--- config.mk ---
export PLATFORM = sky130hd
export DESIGN_NAME = parity_frame_tx_flat
export DESIGN_NICKNAME = d
export VERILOG_FILES = /design/src/rtl/parity_frame_tx_pkg.sv /design/src/rtl/parity_frame_tx_if.sv /design/src/rtl/parity_calc.sv /design/src/rtl/parity_frame_tx.sv /design/src/flat_wrapper.sv
export SDC_FILE = /design/constraint.sdc
export NUM_CORES = 1
export LEC_CHECK = 0
export BUFFER_PORTS_ARGS = -buffer_cell sky130_fd_sc_hd__buf_2
export CAP_MARGIN = 20
export CORE_MARGIN = 2
export CORE_UTILIZATION = 30
export CTS_CLUSTER_SIZE = 25
export DETAILED_ROUTE_END_ITERATION = 6
export PLACE_DENSITY_LB_ADDON = 0.15
export SYNTH_ARGS = -nofsm -noshare
export SYNTH_HDL_FRONTEND = slang
export SYNTH_SLANG_ARGS = --single-unit
export TNS_END_PERCENT = 20
--- constraint.sdc ---
create_clock -name clk -period 2.45 [get_ports clk]
set_input_delay 0.1225 -clock clk [delete_from_list [all_inputs] [get_ports clk]]
set_output_delay 0.1225 -clock clk [all_outputs]
set_load 0.01 [all_outputs]
--- src/rtl/parity_frame_tx_pkg.sv ---
// Shared types and constants for the parity frame transmitter.
// Build option: define TX_ODD_PARITY_EN for odd parity (default even).
package parity_frame_tx_pkg;

    typedef enum logic [2:0] {
        ST_IDLE   = 3'd0,
        ST_START  = 3'd1,
        ST_DATA   = 3'd2,
        ST_PARITY = 3'd3,
        ST_STOP   = 3'd4
    } state_e;

    localparam logic STOP_LEVEL  = 1'b1;
    localparam logic START_LEVEL = 1'b0;

    // Index width that stays legal for a single-bit payload.
    function automatic int unsigned idx_width(input int unsigned n);
        return (n > 1) ? $clog2(n) : 1;
    endfunction

endpackage

--- src/rtl/parity_frame_tx_if.sv ---
// Upstream valid/ready word handshake into the frame transmitter.
interface parity_frame_tx_if #(
    parameter int unsigned DATA_W = 8
);
    logic [DATA_W-1:0] tx_data;
    logic              tx_valid;
    logic              tx_ready;

    modport master (output tx_data, output tx_valid, input tx_ready);
    modport slave  (input tx_data, input tx_valid, output tx_ready);
endinterface

--- src/rtl/parity_calc.sv ---
// Combinational parity reduction; odd parity when TX_ODD_PARITY_EN is defined,
// even parity otherwise. Shared with the receive-side checker.
module parity_calc #(
    parameter int unsigned W = 8
) (
    input  logic [W-1:0] i_data,
    output logic         o_parity_c
);

`ifdef TX_ODD_PARITY_EN
    // Odd: data plus parity bit carries an odd number of ones.
    assign o_parity_c = ~^i_data;
`else
    // Even: data plus parity bit carries an even number of ones.
    assign o_parity_c = ^i_data;
`endif

endmodule

--- src/rtl/parity_frame_tx.sv ---
// Serial frame transmitter: start(0), data LSB-first, parity, stop(1).
// Build option: TX_ODD_PARITY_EN selects odd parity (frame timing unchanged).
module parity_frame_tx
    import parity_frame_tx_pkg::*;
#(
    parameter int unsigned DATA_W       = 8,
    parameter int unsigned CLKS_PER_BIT = 16
) (
    input  logic                     clk,
    input  logic                     rst_n,
    parity_frame_tx_if.slave         tx_if,
    output logic                     tx_out,
    output logic                     busy,
    output logic                     parity_bit
);

    localparam int unsigned CNT_W = (CLKS_PER_BIT > 1) ? $clog2(CLKS_PER_BIT) : 1;
    localparam int unsigned IDX_W = idx_width(DATA_W);

    if (CLKS_PER_BIT < 2) begin : g_bad_clks
        $error("parity_frame_tx: CLKS_PER_BIT must be >= 2");
    end
    if (DATA_W < 1) begin : g_bad_width
        $error("parity_frame_tx: DATA_W must be >= 1");
    end

    state_e              r_state, w_state_nxt;
    logic [CNT_W-1:0]    r_cnt, w_cnt_nxt;
    logic [IDX_W-1:0]    r_idx, w_idx_nxt;
    logic [DATA_W-1:0]   r_shreg, w_shreg_nxt;
    logic                r_parity, w_parity_nxt;
    logic                r_tx_out, w_tx_out_nxt;
    logic                r_tx_ready, w_tx_ready_nxt;
    logic                r_busy, w_busy_nxt;
    logic                w_parity_c;
    logic                w_tc;

    parity_calc #(.W(DATA_W)) u_parity_calc (
        .i_data     (tx_if.tx_data),
        .o_parity_c (w_parity_c)
    );

    assign w_tc           = (r_cnt == CNT_W'(CLKS_PER_BIT - 1));
    assign tx_out         = r_tx_out;
    assign busy           = r_busy;
    assign parity_bit     = r_parity;
    assign tx_if.tx_ready = r_tx_ready;

    // State and datapath registers; outputs registered from next-state values.
    always_ff @(posedge clk or negedge rst_n) begin
        if (!rst_n) begin
            r_state    <= ST_IDLE;
            r_cnt      <= '0;
            r_idx      <= '0;
            r_shreg    <= '0;
            r_parity   <= 1'b0;
            r_tx_out   <= STOP_LEVEL;
            r_tx_ready <= 1'b1;
            r_busy     <= 1'b0;
        end else begin
            r_state    <= w_state_nxt;
            r_cnt      <= w_cnt_nxt;
            r_idx      <= w_idx_nxt;
            r_shreg    <= w_shreg_nxt;
            r_parity   <= w_parity_nxt;
            r_tx_out   <= w_tx_out_nxt;
            r_tx_ready <= w_tx_ready_nxt;
            r_busy     <= w_busy_nxt;
        end
    end

    // Next-state, bit timing, shifting and line level for the coming cycle.
    always_comb begin
        w_state_nxt    = r_state;
        w_cnt_nxt      = r_cnt;
        w_idx_nxt      = r_idx;
        w_shreg_nxt    = r_shreg;
        w_parity_nxt   = r_parity;
        w_tx_out_nxt   = STOP_LEVEL;
        w_tx_ready_nxt = 1'b0;
        w_busy_nxt     = 1'b1;

        if (r_state == ST_IDLE) begin
            if (tx_if.tx_valid && r_tx_ready) begin
                w_shreg_nxt  = tx_if.tx_data;
                w_parity_nxt = w_parity_c;
                w_cnt_nxt    = '0;
                w_state_nxt  = ST_START;
            end
        end else if (!w_tc) begin
            w_cnt_nxt = r_cnt + CNT_W'(1);
        end else begin
            w_cnt_nxt = '0;
            unique case (r_state)
                ST_START: begin
                    w_idx_nxt   = '0;
                    w_state_nxt = ST_DATA;
                end
                ST_DATA: begin
                    w_shreg_nxt = r_shreg >> 1;
                    if (r_idx == IDX_W'(DATA_W - 1)) begin
                        w_state_nxt = ST_PARITY;
                    end else begin
                        w_idx_nxt = r_idx + IDX_W'(1);
                    end
                end
                ST_PARITY: w_state_nxt = ST_STOP;
                ST_STOP:   w_state_nxt = ST_IDLE;
                default:   w_state_nxt = ST_IDLE;
            endcase
        end

        unique case (w_state_nxt)
            ST_START:  w_tx_out_nxt = START_LEVEL;
            ST_DATA:   w_tx_out_nxt = w_shreg_nxt[0];
            ST_PARITY: w_tx_out_nxt = w_parity_nxt;
            default:   w_tx_out_nxt = STOP_LEVEL;
        endcase

        w_tx_ready_nxt = (w_state_nxt == ST_IDLE);
        w_busy_nxt     = (w_state_nxt != ST_IDLE);
    end

endmodule
--- src/flat_wrapper.sv ---
// flat-port wrapper written by rule: the top's interface ports become plain ports
module parity_frame_tx_flat import parity_frame_tx_pkg::*;
#(
    parameter int unsigned DATA_W       = 8,
    parameter int unsigned CLKS_PER_BIT = 16
)
  (clk, rst_n, tx_out, busy, parity_bit, tx_if_tx_data, tx_if_tx_valid, tx_if_tx_ready);
  parity_frame_tx_if #(.DATA_W(DATA_W)) tx_if_i ();
  input  logic clk;
  input  logic rst_n;
  output logic tx_out;
  output logic busy;
  output logic parity_bit;
  input wire logic [$bits(tx_if_i.tx_data)-1:0] tx_if_tx_data;
  input wire logic [$bits(tx_if_i.tx_valid)-1:0] tx_if_tx_valid;
  output wire logic [$bits(tx_if_i.tx_ready)-1:0] tx_if_tx_ready;
  assign tx_if_i.tx_data = tx_if_tx_data;
  assign tx_if_i.tx_valid = tx_if_tx_valid;
  assign tx_if_tx_ready = tx_if_i.tx_ready;
  parity_frame_tx #(.DATA_W(DATA_W), .CLKS_PER_BIT(CLKS_PER_BIT)) u_core (.clk(clk), .rst_n(rst_n), .tx_if(tx_if_i), .tx_out(tx_out), .busy(busy), .parity_bit(parity_bit));
endmodule
Word level (Yosys, flattened, before mapping). Cells that the tools add are included. W data, S select, Z words.

Flip-flop bits (word level): 22. Input port bits: 11. Output and inout port bits: 4. Word-level logic and storage cells: 49.

Add/sub/neg operators: 2. Equal/unequal tests: 10. Muxes and demuxes: 17. Bitwise logic cells: 1. Reductions and logical operators: 10.

Operator list (number): $mux W8 (4); $mux W3 (5); $eq A3 B2 Y1 const B (4); $mux W4 (3); $pmux W3 S3 (1); $reduce_xor A8 Y1 (1); $eq A3 B1 Y1 const B (2); $logic_not A3 Y1 (2); $pmux W3 S2 (1); $reduce_bool A2 Y1 (3); $add A4 B1 Y4 const B (1); $eq A4 B4 Y1 const B (1); $ne A2 B2 Y1 const B (2); $reduce_and A4 Y1 (1); $add A3 B1 Y3 const B (1); $eq A3 B3 Y1 const B (1); $pmux W1 S3 (1); $reduce_and A3 Y1 (1); $reduce_bool A3 Y1 (1); $mux W1 (2); $logic_and A1 B1 Y1 (1); $not A1 Y1 (1).

Depth between registers and ports, before layout. Gate-level depths: netlist (run 1).

Word-level depth: 7. Depth in mapped cells: 7. Gate-level depth less buffers: 5.

By module. Synthesis (run 1) repeated with hierarchy kept, for this count alone.

Cell total of the unflattened synthesis: 110. Area total of the unflattened synthesis: 1134.8 um^2.

Modules (own cells, without submodules): parity_frame_tx (instances 1, cells an instance 103, area each 1073.5 um^2, sequential area each 553.0 um^2); parity_calc (instances 1, cells an instance 7, area each 61.3 um^2, sequential area each 0.0 um^2).

Least setup slack after synthesis (run 1). OpenSTA, ideal clock, no wires.

Path kind: flip-flop to flip-flop. Start: register u_core.r_cnt[0]. End: register u_core.r_idx[0]. Arrival time: 1.573 ns. Data required time: 2.325 ns. Path slack: 0.753 ns. Stages on the path, launching flop included: 8. Path buffers: 2. Period minus slack after synthesis: 1.697 ns. Cell sequence: dfrtp_1 -> ha_1 -> and3_1 -> buf_6 -> and2_4 -> buf_6 -> nor2b_4 -> mux2_2.

Cells in the longest elaborated chain, start to end: 2.

RTL lines: start, declared (line parity_frame_tx.sv:28) `logic [CNT_W-1:0] r_cnt, w_cnt_nxt;`; start signal, assigned (line parity_frame_tx.sv:62) `r_cnt <= w_cnt_nxt;`; $eq A4 B4 Y1 (line parity_frame_tx.sv:43) `assign w_tc = (r_cnt == CNT_W'(CLKS_PER_BIT - 1));`; $reduce_and A4 Y1 (no source line); end signal, assigned (line parity_frame_tx.sv:63) `r_idx <= w_idx_nxt;`; end, declared (line parity_frame_tx.sv:29) `logic [IDX_W-1:0] r_idx, w_idx_nxt;`.

No other way between the ends. A chain may end at the register's enable or synchronous reset.

Worst setup path after layout (run 1).
Start: register u_core.r_cnt[0]. End: register u_core.r_tx_out, in the netlist u_core.tx_out.

Cells in the longest elaborated chain, start to end: 5. Elaborated cells on any way between the ends: 9. Those cells by class: eq/ne (4); mux (5).

RTL lines: $eq A4 B4 Y1 * (line parity_frame_tx.sv:43); $mux W3 (line parity_frame_tx.sv:90) `end else if (!w_tc) begin`; $mux W3 (line parity_frame_tx.sv:83) `if (r_state == ST_IDLE) begin`; $eq A3 B2 Y1 / $eq A3 B1 Y1 (equally long branches) (line parity_frame_tx.sv:113) `unique case (w_state_nxt)`; $pmux W1 S3 * (line parity_frame_tx.sv:113); net u_core.w_tx_out_nxt (line parity_frame_tx.sv:32) `logic r_tx_out, w_tx_out_nxt;`; end signal, assigned (line parity_frame_tx.sv:66) `r_tx_out <= w_tx_out_nxt;`; end, declared (line parity_frame_tx.sv:32).

The timed path passes the listed nets; every way through them passes the cells marked *. The select of a mux whose other input is x is not followed.

==> impl_metrics.csv, run 1 <==
group,metric,value,unit
run_status,outcome,"complete, no violations",
yosys,yosysTopAreaCell,"dfrtp_1",
route,via_count,822,
sta,final.setup.tns,0,ns
placed_design,dp_slack,0.762,ns
placed_design,post-place-cells,161,
clock_tree,htreeDepth,1,
global_routing,track_usage,0.115,
floorplan,rows,22,
critical_path,reg2regPathDepth,5,
sta,tightestPinTransition,0.492,ns
floorplan,initial_core_util,0.316,
global_routing,grt_start_max_net_pins,23,
route,viasPerCell,4.95,
yosys,syn_area_per_cell,11.4,µm²
worst_hold_path,whs_path_depth,2,
route,wirelength,2230,µm
finish,finalNonFillerCells,166,
critical_path,path_cells,"ha_1, and3_1, nand3_1, a311o_1, nand4b_1",
clock_tree,path_clk_slew,0.08,ns
finish,fillerInstances,395,
route,dr.pass1.iters,4,
sta,setup_viol,0,
finish,fin_area,0.00133,mm²
yosys,synth_edf_count,0,
floorplan,pin_count,15,
route,ant_nets,0,
critical_path,cp.depth,5,
yosys,ys_seq_elements,22,
sta,setup_slack,0.742,ns
finish,syn2layout_area_growth,13.9,%
yosys,ys_types,36,
pwr,ir_worst_vdd,185,µV
yosys,syn-instance-count,102,
clock_tree,cts_buffer_depth,2,
critical_path,cp_num_buf_inv,0,
yosys,synth_top_area_share,0.430,
route,drc_errors,0,
clock_tree,cts-root-buf,"clkbuf_8",
sta,fin_crit_sh,0.697,
placed_design,place_area,0.00126,mm²
sta,skew,0.00677,ns
global_routing,antenna_found_initial,0,
critical_path,cp_max_fo,7,
critical_path,crit_family,"simple AND/OR/NAND/NOR gates",
critical_path,crit_arrival,1.91,ns
worst_hold_path,hold_class,"input pin to flop",
pwr,power.density,500,mW/mm²
sta,final_hold_viol_count,0,
yosys,synth_area,0.00116,mm²
global_routing,overflow,0,
critical_path,path_class,"flop to flop",
yosys,synth_fp_nets,116,
pwr,p_total,0.664,mW
route,wire_per_inst,13.4,µm
yosys,synth_commonest_cells,"dfrtp_1 (20), nand2_1 (9), xnor2_1 (7)",
yosys,ys_seq_area_frac,0.475,
finish,diodes,0,
clock_tree,cts_tree,"done",
sta,max_slew_margin,0.672,
placed_design,dp_hpwl,1690,µm
yosys,ys_async_sr_fraction,1.00,
sta,fmax,0.586,GHz
pwr,leakage,0.677,nW
sta,report.final.slew_viol_count,0,
sta,whs,0.101,ns
finish,nNetsFinal,133,
floorplan,core-area,0.00369,mm²
yosys,synth-main-ff-cell,"dfrtp_1",
critical_path,crit_path_end_kind,"flop",
placed_design,gp_congestion,0.752,
sta,rsz0062_at_grt,"no",
global_routing,grt_pass1_wl,3860,µm
clock_tree,cts_buffers,3,
clock_tree,insertion_delay,0.26,ns
floorplan,dieArea,0.00440,mm²
critical_path,slowest_delay,0.42,ns
finish,final_util,0.360,
yosys,synth_warnings,0,
placed_design,portBuffers,14,
global_routing,grt_pass1_vias,846,
critical_path,worstPathRequired,2.65,ns
critical_path,start_kind,"flop",
yosys,yosysMostFrequentCell,"dfrtp_1",
finish,drive_above_1_share,0.297,
clock_tree,cts.sinks,22,
route,drtIter0Drc,8,
floorplan,die_x,66.3,µm
yosys,synthTopCellsByArea,"dfrtp_1 (43%), xnor2_1 (5.3%), a22o_2 (5.2%), dfstp_2 (4.5%), a21o_1 (3.9%)",
critical_path,cpMaxStageDelayCell,"dfrtp_1",
flow_run,cap_viol_max_count,0,
sta,fin_crit,1.71,ns
floorplan,fp.dieH,66.3,µm
[per-layer routing]
| metal | vias to the layer above | track usage | share of wire |
|---|---|---|---|
| met1 | 400 | 0.148 | 0.48 |
| met2 | 12 | 0.195 | 0.49 |
| met4 | 0 | 0.0306 | 0.0058 |
| met5 | - | 0 | 0 |
| li1 | 408 | - | - |
| met3 | 2 | 0.0221 | 0.031 |
[cell type report]
class,instances,area [µm²],share of cell area
Multi-Input combinational cell,74,567,0.427
Sequential cell,22,553,0.417
Timing Repair Buffer,15,80.1,0.0604
Tap cell,48,60.1,0.0453
Clock buffer,4,55.1,0.0415
Inverter,3,11.3,0.00849
[sequential cells by signal, summed over array words and instances, names as in the netlist]
| name | count |
|---|---|
| u_core.busy | 1 |
| u_core.parity_bit | 1 |
| u_core.r_cnt | 4 |
| u_core.r_idx | 3 |
| u_core.r_shreg | 8 |
| u_core.r_state | 3 |
| u_core.tx_if.tx_ready | 1 |
| u_core.tx_out | 1 |
[timing repair]
| action | CTS | global route |
|---|---|---|
| buffers inserted | 0 | 0 |
| hold buffers | 1 | 0 |
| resized for setup | 0 | 0 |
| hold endpoints to repair | 20 | 0 |
[worst paths after layout]
kind / startpoint / to / slack, ns
min reg2reg: u_core.r_shreg[3]$_DFFE_PN0P_ / u_core.r_shreg[3]$_DFFE_PN0P_ / 0.48
min in group asynchronous: rst_n / u_core.r_idx[2]$_DFFE_PN0P_ / 0.36
max in group asynchronous: rst_n / u_core.tx_if.tx_ready$_DFF_PN1_ / 1.73
max reg2reg: u_core.r_cnt[0]$_DFFE_PN0P_ / u_core.tx_out$_DFF_PN1_ / 0.74
min: tx_if_tx_data[0] / u_core.r_shreg[0]$_DFF_PN0_ / 0.10
max: u_core.r_cnt[0]$_DFFE_PN0P_ / u_core.tx_out$_DFF_PN1_ / 0.74
[logic make-up (layout without fill, tap and decap cells)]
logic type / count (synthesis) / count (layout) / synth area share
compound gates: 31 / 31 / 0.207
xor+xnor: 7 / 7 / 0.0526
fa+ha+maj: 3 / 3 / 0.0322
buf+inv: 6 / 22 / 0.0387
flops: 22 / 22 / 0.475
mux: 1 / 1 / 0.00967
simple gates: 32 / 32 / 0.185
[cell usage in the layout (no fill, tap or decap)]
cell type | netlist | layout
dfrtp_1 | 20 | 20
buf_2 | 0 | 14
nand2_1 | 9 | 9
xnor2_1 | 7 | 7
a22o_2 | 6 | 6
a21o_1 | 6 | 6
nand3_1 | 5 | 5
o21ai_0 | 5 | 5
clkbuf_8 | 0 | 4
inv_1 | 3 | 3
a21oi_1 | 3 | 3
a22o_1 | 3 | 3
ha_1 | 3 | 3
and3_1 | 2 | 2
o2111ai_1 | 2 | 2
nand4_1 | 2 | 2
nor2_1 | 2 | 2
dfstp_2 | 2 | 2
and2_1 | 1 | 1
nor3_2 | 1 | 1
nor3b_2 | 1 | 1
and4b_1 | 1 | 1
and2b_2 | 1 | 1
a22oi_1 | 1 | 1
or3_1 | 1 | 1
nor2_8 | 1 | 1
a221oi_1 | 1 | 1
a211o_2 | 1 | 1
a311o_1 | 1 | 1
nand4b_1 | 1 | 1
a311oi_1 | 1 | 1
o31ai_1 | 1 | 1
and2_4 | 1 | 1
nor2_4 | 1 | 1
nor2b_4 | 1 | 1
nor3b_1 | 1 | 1
mux2_2 | 1 | 1
dlygate4sd3_1 | 0 | 1
[where the power goes]
part / leakage [nW] / switching [mW] / internal [mW]
Clock: 0.0288 / 0.118 / 0.143
Combinational: 0.368 / 0.0198 / 0.0194
Sequential: 0.280 / 0 / 0.363
Total: 0.677 / 0.138 / 0.525
Power figures use the tool's default switching activity.
==> inputs of run 2 (changes only) <==
--- a/config.mk
+++ b/config.mk
@@ -5,6 +5,7 @@
 export SDC_FILE = /design/constraint.sdc
 export NUM_CORES = 1
 export LEC_CHECK = 0
+export ABC_AREA = 1
 export BUFFER_PORTS_ARGS = -buffer_cell sky130_fd_sc_hd__buf_2
 export CAP_MARGIN = 20
 export CORE_MARGIN = 2
==> constraint.sdc (replaced) <==
create_clock -name clk -period 1.72 [get_ports clk]
set_input_delay 0.086 -clock clk [delete_from_list [all_inputs] [get_ports clk]]
set_output_delay 0.086 -clock clk [all_outputs]
set_load 0.01 [all_outputs]
==> run 2 against run 1 <==
Cell area grew 11%. Core utilization rose by 0.21 points. Synthesized area rose by 9.9%. Combinational power grew 72%. Clock-buffer cell count stayed put. Fmax grew 16%. Via count rose by 30%. Setup slack worse by 0.49 ns. Worst hold slack gained 0.016 ns. Flip-flop and latch count did not move. Global-route usage fell by 0.24 points.
==> impl_metrics.csv, run 2 <==
group,metric,value,unit
run_status,outcome,"complete, no violations",
finish,top_register,"u_core.r_shreg",
placed_design,dp_hpwl,2010,µm
global_routing,grt_start_max_net_pins,23,
yosys,synth_edf_count,0,
clock_tree,cts_buffers,3,
floorplan,die_x,69.3,µm
clock_tree,ctsResizeCount,0,
sta,max_slew_margin,0.681,
clock_tree,cts_tree,"done",
yosys,synth_compound_area_frac,0.0958,
yosys,ys_types,26,
critical_path,crit_arrival,1.61,ns
floorplan,initial_core_util,0.315,
floorplan,dieArea,0.00481,mm²
yosys,yosysMostFrequentCell,"nand2_1",
route,viasPerCell,4.58,
global_routing,grt_pass1_vias,1043,
yosys,synth_area,0.00128,mm²
floorplan,core-area,0.00406,mm²
yosys,synth_top_family_by_area,"simple AND/OR/NAND/NOR gates",
global_routing,antenna_found_initial,0,
yosys,synth-main-ff-cell,"dfrtp_1",
yosys,synth_xor_area_frac,0.00684,
critical_path,path_class,"flop to flop",
placed_design,gp_congestion,0.901,
sta,fin_crit_sh,0.854,
finish,largest_register_ffs,8,
pwr,leakage,0.815,nW
sta,final_hold_viol_count,0,
placed_design,portBuffers,14,
yosys,ys_seq_elements,22,
critical_path,cp_max_fo,6,
yosys,ys_async_sr_fraction,1.00,
sta,tightestPinTransition,0.479,ns
pwr,ir_worst_vdd,235,µV
placed_design,dp_slack,0.247,ns
clock_tree,cts-root-buf,"clkbuf_8",
sta,whs,0.116,ns
sta,fmax,0.681,GHz
global_routing,grt_pass1_wl,4480,µm
worst_hold_path,holdPathEnd,"u_core.r_shreg[6]$_DFFE_PN0P_",
route,drc_errors,0,
yosys,yosysTopAreaCell,"dfrtp_1",
clock_tree,insertion_delay,0.26,ns
clock_tree,cts_buffer_depth,2,
sta,setup_viol,0,
worst_hold_path,hold_class,"input pin to flop",
route,wire_per_inst,10.8,µm
yosys,synth_fp_nets,178,
sta,final.setup.tns,0,ns
finish,diodes,0,
critical_path,r2r_slack,0.25,ns
sta,report.final.slew_viol_count,0,
route,drtIter0Drc,76,
route,dr.pass1.iters,4,
route,via_count,1066,
finish,nNetsFinal,198,
floorplan,pin_count,15,
finish,layout_common_cells,"nand2_1 (72), dfrtp_1 (20), inv_1 (17), buf_2 (14), nand3_1 (8)",
yosys,synth_warnings,0,
yosys,ys_seq_area_frac,0.432,
yosys,syn-instance-count,164,
yosys,synthTopCellsByArea,"dfrtp_1 (39%), nand2_1 (21%), inv_1 (5.0%), dfstp_2 (4.1%), a22oi_1 (3.5%)",
floorplan,fp.dieH,69.3,µm
yosys,synth_mux_area_frac,0,
critical_path,reg2regPathDepth,8,
worst_hold_path,min_from,"tx_if_tx_data[6]",
yosys,synth_commonest_cells,"nand2_1 (72), dfrtp_1 (20), inv_1 (17)",
pwr,power.density,618,mW/mm²
yosys,synth_top_area_share,0.391,
yosys,yosys.area_share.simple,0.376,
clock_tree,path_clk_slew,0.08,ns
flow_run,cap_viol_max_count,0,
sta,rsz0062_at_grt,"no",
sta,fin_crit,1.47,ns
route,ant_nets,0,
critical_path,critical_path.startpoint,"u_core.r_cnt[0]$_DFFE_PN0P_",
critical_path,worstPathRequired,1.87,ns
route,wirelength,2530,µm
worst_hold_path,whs_path_depth,3,
critical_path,rr_endpoint,"u_core.r_idx[0]$_DFFE_PN0P_",
finish,mostFrequentLayoutCell,"nand2_1",
clock_tree,htreeDepth,1,
sta,skew,0.00287,ns
critical_path,start_kind,"flop",
yosys,synthAdderAreaFrac,0.0293,
critical_path,reg2reg_from,"u_core.r_cnt[0]$_DFFE_PN0P_",
clock_tree,cts.sinks,22,
finish,final_util,0.362,
finish,drive_above_1_share,0.219,
global_routing,track_usage,0.112,
finish,top_regs,"u_core.r_shreg x8, u_core.r_cnt x4",
sta,setup_slack,0.251,ns
finish,syn2layout_area_growth,14.7,%
floorplan,rows,23,
yosys,syn_area_per_cell,7.80,µm²
critical_path,crit_path_end_kind,"flop",
global_routing,overflow,0,
run 2: repair_timing:
item                      4_1_cts  5_1_grt
hold endpoints to repair       20        0
setup buffers                   0        0
hold buffers                    1        0
run 2: critical path, cell delays in order, from the launching register on:
cell	delay, ns
dfrtp_1	0.38
ha_1	0.24
nand3_4	0.14
clkinv_2	0.10
nand3_2	0.10
a21oi_2	0.18
inv_1	0.09
nand2_1	0.06
o21ai_1	0.06
run 2: area by class of cell:
type	instances	area, µm²
multi-input cells	122	651
fillers	440	2590
well taps	50	62.6
inverters	20	76.3
clock buffers	4	45.0
flip-flops and latches	22	553
repair buffers	15	80.1
run 2: routing by layer:
metal  up-vias  track usage  wire length (µm)
met2        17        0.185              1170
met4         0       0.0305                12
met3         2       0.0203                56
met5         -            0                 0
li1        558            -                 -
met1       489        0.151              1290
run 2: cell families after synthesis:
| family | after synthesis |
|---|---|
| xor gates and xnor gates | 1 |
| AOI/OAI and AO/OA | 17 |
| buffers and inverters | 20 |
| DFF | 22 |
| adders and majority gates | 3 |
| and+or+nand+nor | 101 |
run 2: stage by stage:
stage	power, mW	cells	cell area [µm²]
2_1_floorplan	0.559	164	1280
3_3_place_gp	0.590	228	1410
3_5_place_dp	0.593	228	1410
4_1_cts	0.924	233	1470
5_1_grt	0.960	233	1470
6_report	0.906	233	1470
run 2: how the worst max path moves through the flow:
stage / slack (ns) / endpoint / cells past startpoint
final: 0.25 / u_core.r_idx[0]$_DFFE_PN0P_ / 8
after global routing: 0.06 / u_core.tx_out$_DFF_PN1_ / 8
after CTS: 0.22 / u_core.tx_out$_DFF_PN1_ / 8
after detailed placement: 0.25 / u_core.tx_out$_DFF_PN1_ / 8
after global placement: 0.27 / u_core.tx_out$_DFF_PN1_ / 8
after floorplan: 0.37 / u_core.tx_out$_DFF_PN1_ / 8
run 2: where the power goes:
group          internal, mW  total, mW  switching [mW]
registers             0.517      0.517               0
clock network         0.165      0.322           0.157
logic                0.0231     0.0673          0.0442
==> inputs of run 3 (changes only) <==
--- a/config.mk
+++ b/config.mk
@@ -8,7 +8,6 @@
 export ABC_AREA = 1
 export BUFFER_PORTS_ARGS = -buffer_cell sky130_fd_sc_hd__buf_2
 export CAP_MARGIN = 20
-export CORE_MARGIN = 2
 export CORE_UTILIZATION = 30
 export CTS_CLUSTER_SIZE = 25
 export DETAILED_ROUTE_END_ITERATION = 6
==> run 3 against run 2 <==
Via count up 0.28%. Power up 0.14%. Sequential share of layout area unchanged. Setup slack worse by 0.042 ns. Critical path type unchanged. Largest cell class unchanged. Highest routed layer unchanged.
==> impl_metrics.csv, run 3 (synthesized netlist as in run 2, its figures left out) <==
group,metric,value,unit
placed_design,place_area,0.00141,mm²
critical_path,start_kind,"flop",
floorplan,dieArea,0.00453,mm²
route,drtIter0Drc,60,
global_routing,antenna_found_initial,0,
pwr,power.density,618,mW/mm²
critical_path,rr_endpoint,"u_core.tx_out$_DFF_PN1_",
pwr,leakage,0.815,nW
sta,tightestPinTransition,0.514,ns
finish,drive_above_1_share,0.219,
run_status,outcome,"complete, no violations",
worst_hold_path,hold_class,"input pin to flop",
finish,syn2layout_area_growth,14.7,%
clock_tree,path_clk_slew,0.08,ns
pwr,p_total,0.908,mW
floorplan,pin_count,15,
pwr,ir_worst_vdd,377,µV
worst_hold_path,holdPathEnd,"u_core.r_shreg[4]$_DFFE_PN0P_",
floorplan,rows,23,
critical_path,crit_arrival,1.69,ns
sta,setup_slack,0.210,ns
global_routing,grt_start_max_net_pins,23,
finish,fin_area,0.00147,mm²
sta,setup_viol,0,
floorplan,core-area,0.00406,mm²
clock_tree,cts_tree,"done",
global_routing,grt_pass1_vias,1034,
sta,final_hold_viol_count,0,
global_routing,grt_pass1_wl,4400,µm
floorplan,die_x,67.3,µm
global_routing,overflow,0,
finish,layout_common_cells,"nand2_1 (72), dfrtp_1 (20), inv_1 (17), buf_2 (14), nand3_1 (8)",
flow_run,cap_viol_max_count,0,
sta,skew,0.00663,ns
route,via_count,1069,
critical_path,worstPathRequired,1.90,ns
clock_tree,cts.sinks,22,
route,wirelength,2530,µm
clock_tree,ctsResizeCount,0,
critical_path,reg2reg_from,"u_core.r_cnt[0]$_DFFE_PN0P_",
sta,whs,0.112,ns
critical_path,reg2regPathDepth,7,
clock_tree,cts_buffer_depth,2,
clock_tree,insertion_delay,0.26,ns
placed_design,dp_hpwl,1990,µm
critical_path,path_class,"flop to flop",
route,viasPerCell,4.59,
route,ant_nets,0,
sta,fmax,0.662,GHz
sta,final.setup.tns,0,ns
placed_design,gp_congestion,0.897,
finish,nNetsFinal,198,
sta,max_slew_margin,0.657,
sta,rsz0062_at_grt,"no",
sta,fin_crit_sh,0.878,
finish,mostFrequentLayoutCell,"nand2_1",
global_routing,track_usage,0.132,
critical_path,crit_path_end_kind,"flop",
critical_path,cp_max_fo,6,
clock_tree,htreeDepth,1,
finish,top_regs,"u_core.r_shreg x8, u_core.r_cnt x4",
route,dr.pass1.iters,4,
sta,fin_crit,1.51,ns
critical_path,r2r_slack,0.21,ns
sta,report.final.slew_viol_count,0,
floorplan,initial_core_util,0.315,
route,wire_per_inst,10.9,µm
finish,fillerInstances,411,
finish,largest_register_ffs,8,
route,drc_errors,0,
placed_design,portBuffers,14,
finish,top_register,"u_core.r_shreg",
worst_hold_path,whs_path_depth,3,
finish,diodes,0,
floorplan,fp.dieH,67.3,µm
worst_hold_path,min_from,"tx_if_tx_data[4]",
clock_tree,cts_buffers,3,
placed_design,dp_slack,0.223,ns
clock_tree,cts-root-buf,"clkbuf_8",
[run 3: per-layer routing]
layer  share of wire  track usage  vias to the layer above  routed length (µm)
met5               0            0                        -                   0
met4          0.0032       0.0399                        0                   8
met3           0.022       0.0304                        2                  56
met2            0.48        0.220                       13                1210
met1            0.50        0.167                      496                1260
li1                -            -                      558                   -
[run 3: worst max-delay path, cell delays in order, from the launching register on]
cell and delay (ns):
dfrtp_1 0.41, ha_1 0.26, nand3_4 0.14, clkinv_2 0.10, o21ai_1 0.18, inv_1 0.12, nor2_1 0.14, nand3_1 0.08
[run 3: metrics by stage]
stage,std cells,util
2_1_floorplan,164,-
3_3_place_gp,228,0.348
3_5_place_dp,228,0.348
4_1_cts,233,0.362
5_1_grt,233,0.362
6_report,233,0.362
[run 3: final cells by class]
cell class,count,area (µm²),share of cell area
clock buffers,4,45.0,0.0307
inverters,20,76.3,0.0520
flip-flops and latches,22,553,0.377
multi-input cells,122,651,0.443
repair buffers,15,80.1,0.0546
well taps,50,62.6,0.0426
[run 3: worst max path at each step]
stage                                start                 endpoint  slack (ns)  depth (start not counted)
2_1_floorplan  u_core.r_cnt[0]$_DFFE_PN0P_  u_core.tx_out$_DFF_PN1_        0.37                          8
6_report       u_core.r_cnt[0]$_DFFE_PN0P_  u_core.tx_out$_DFF_PN1_        0.21                          7
4_1_cts        u_core.r_cnt[0]$_DFFE_PN0P_  u_core.tx_out$_DFF_PN1_        0.19                          8
3_3_place_gp   u_core.r_cnt[0]$_DFFE_PN0P_  u_core.tx_out$_DFF_PN1_        0.26                          8
5_1_grt        u_core.r_cnt[0]$_DFFE_PN0P_  u_core.tx_out$_DFF_PN1_        0.05                          8
3_5_place_dp   u_core.r_cnt[0]$_DFFE_PN0P_  u_core.tx_out$_DFF_PN1_        0.22                          8
[run 3: timing repair]
item,in CTS,in global routing
hold buffers,1,0
buffers inserted,0,0
endpoints found under the hold margin,20,0
[run 3: power by group]
part / internal [mW] / leakage [nW] / switching (mW)
clock: 0.165 / 0.0228 / 0.159
combinational: 0.0231 / 0.518 / 0.0437
sequential: 0.517 / 0.275 / 0
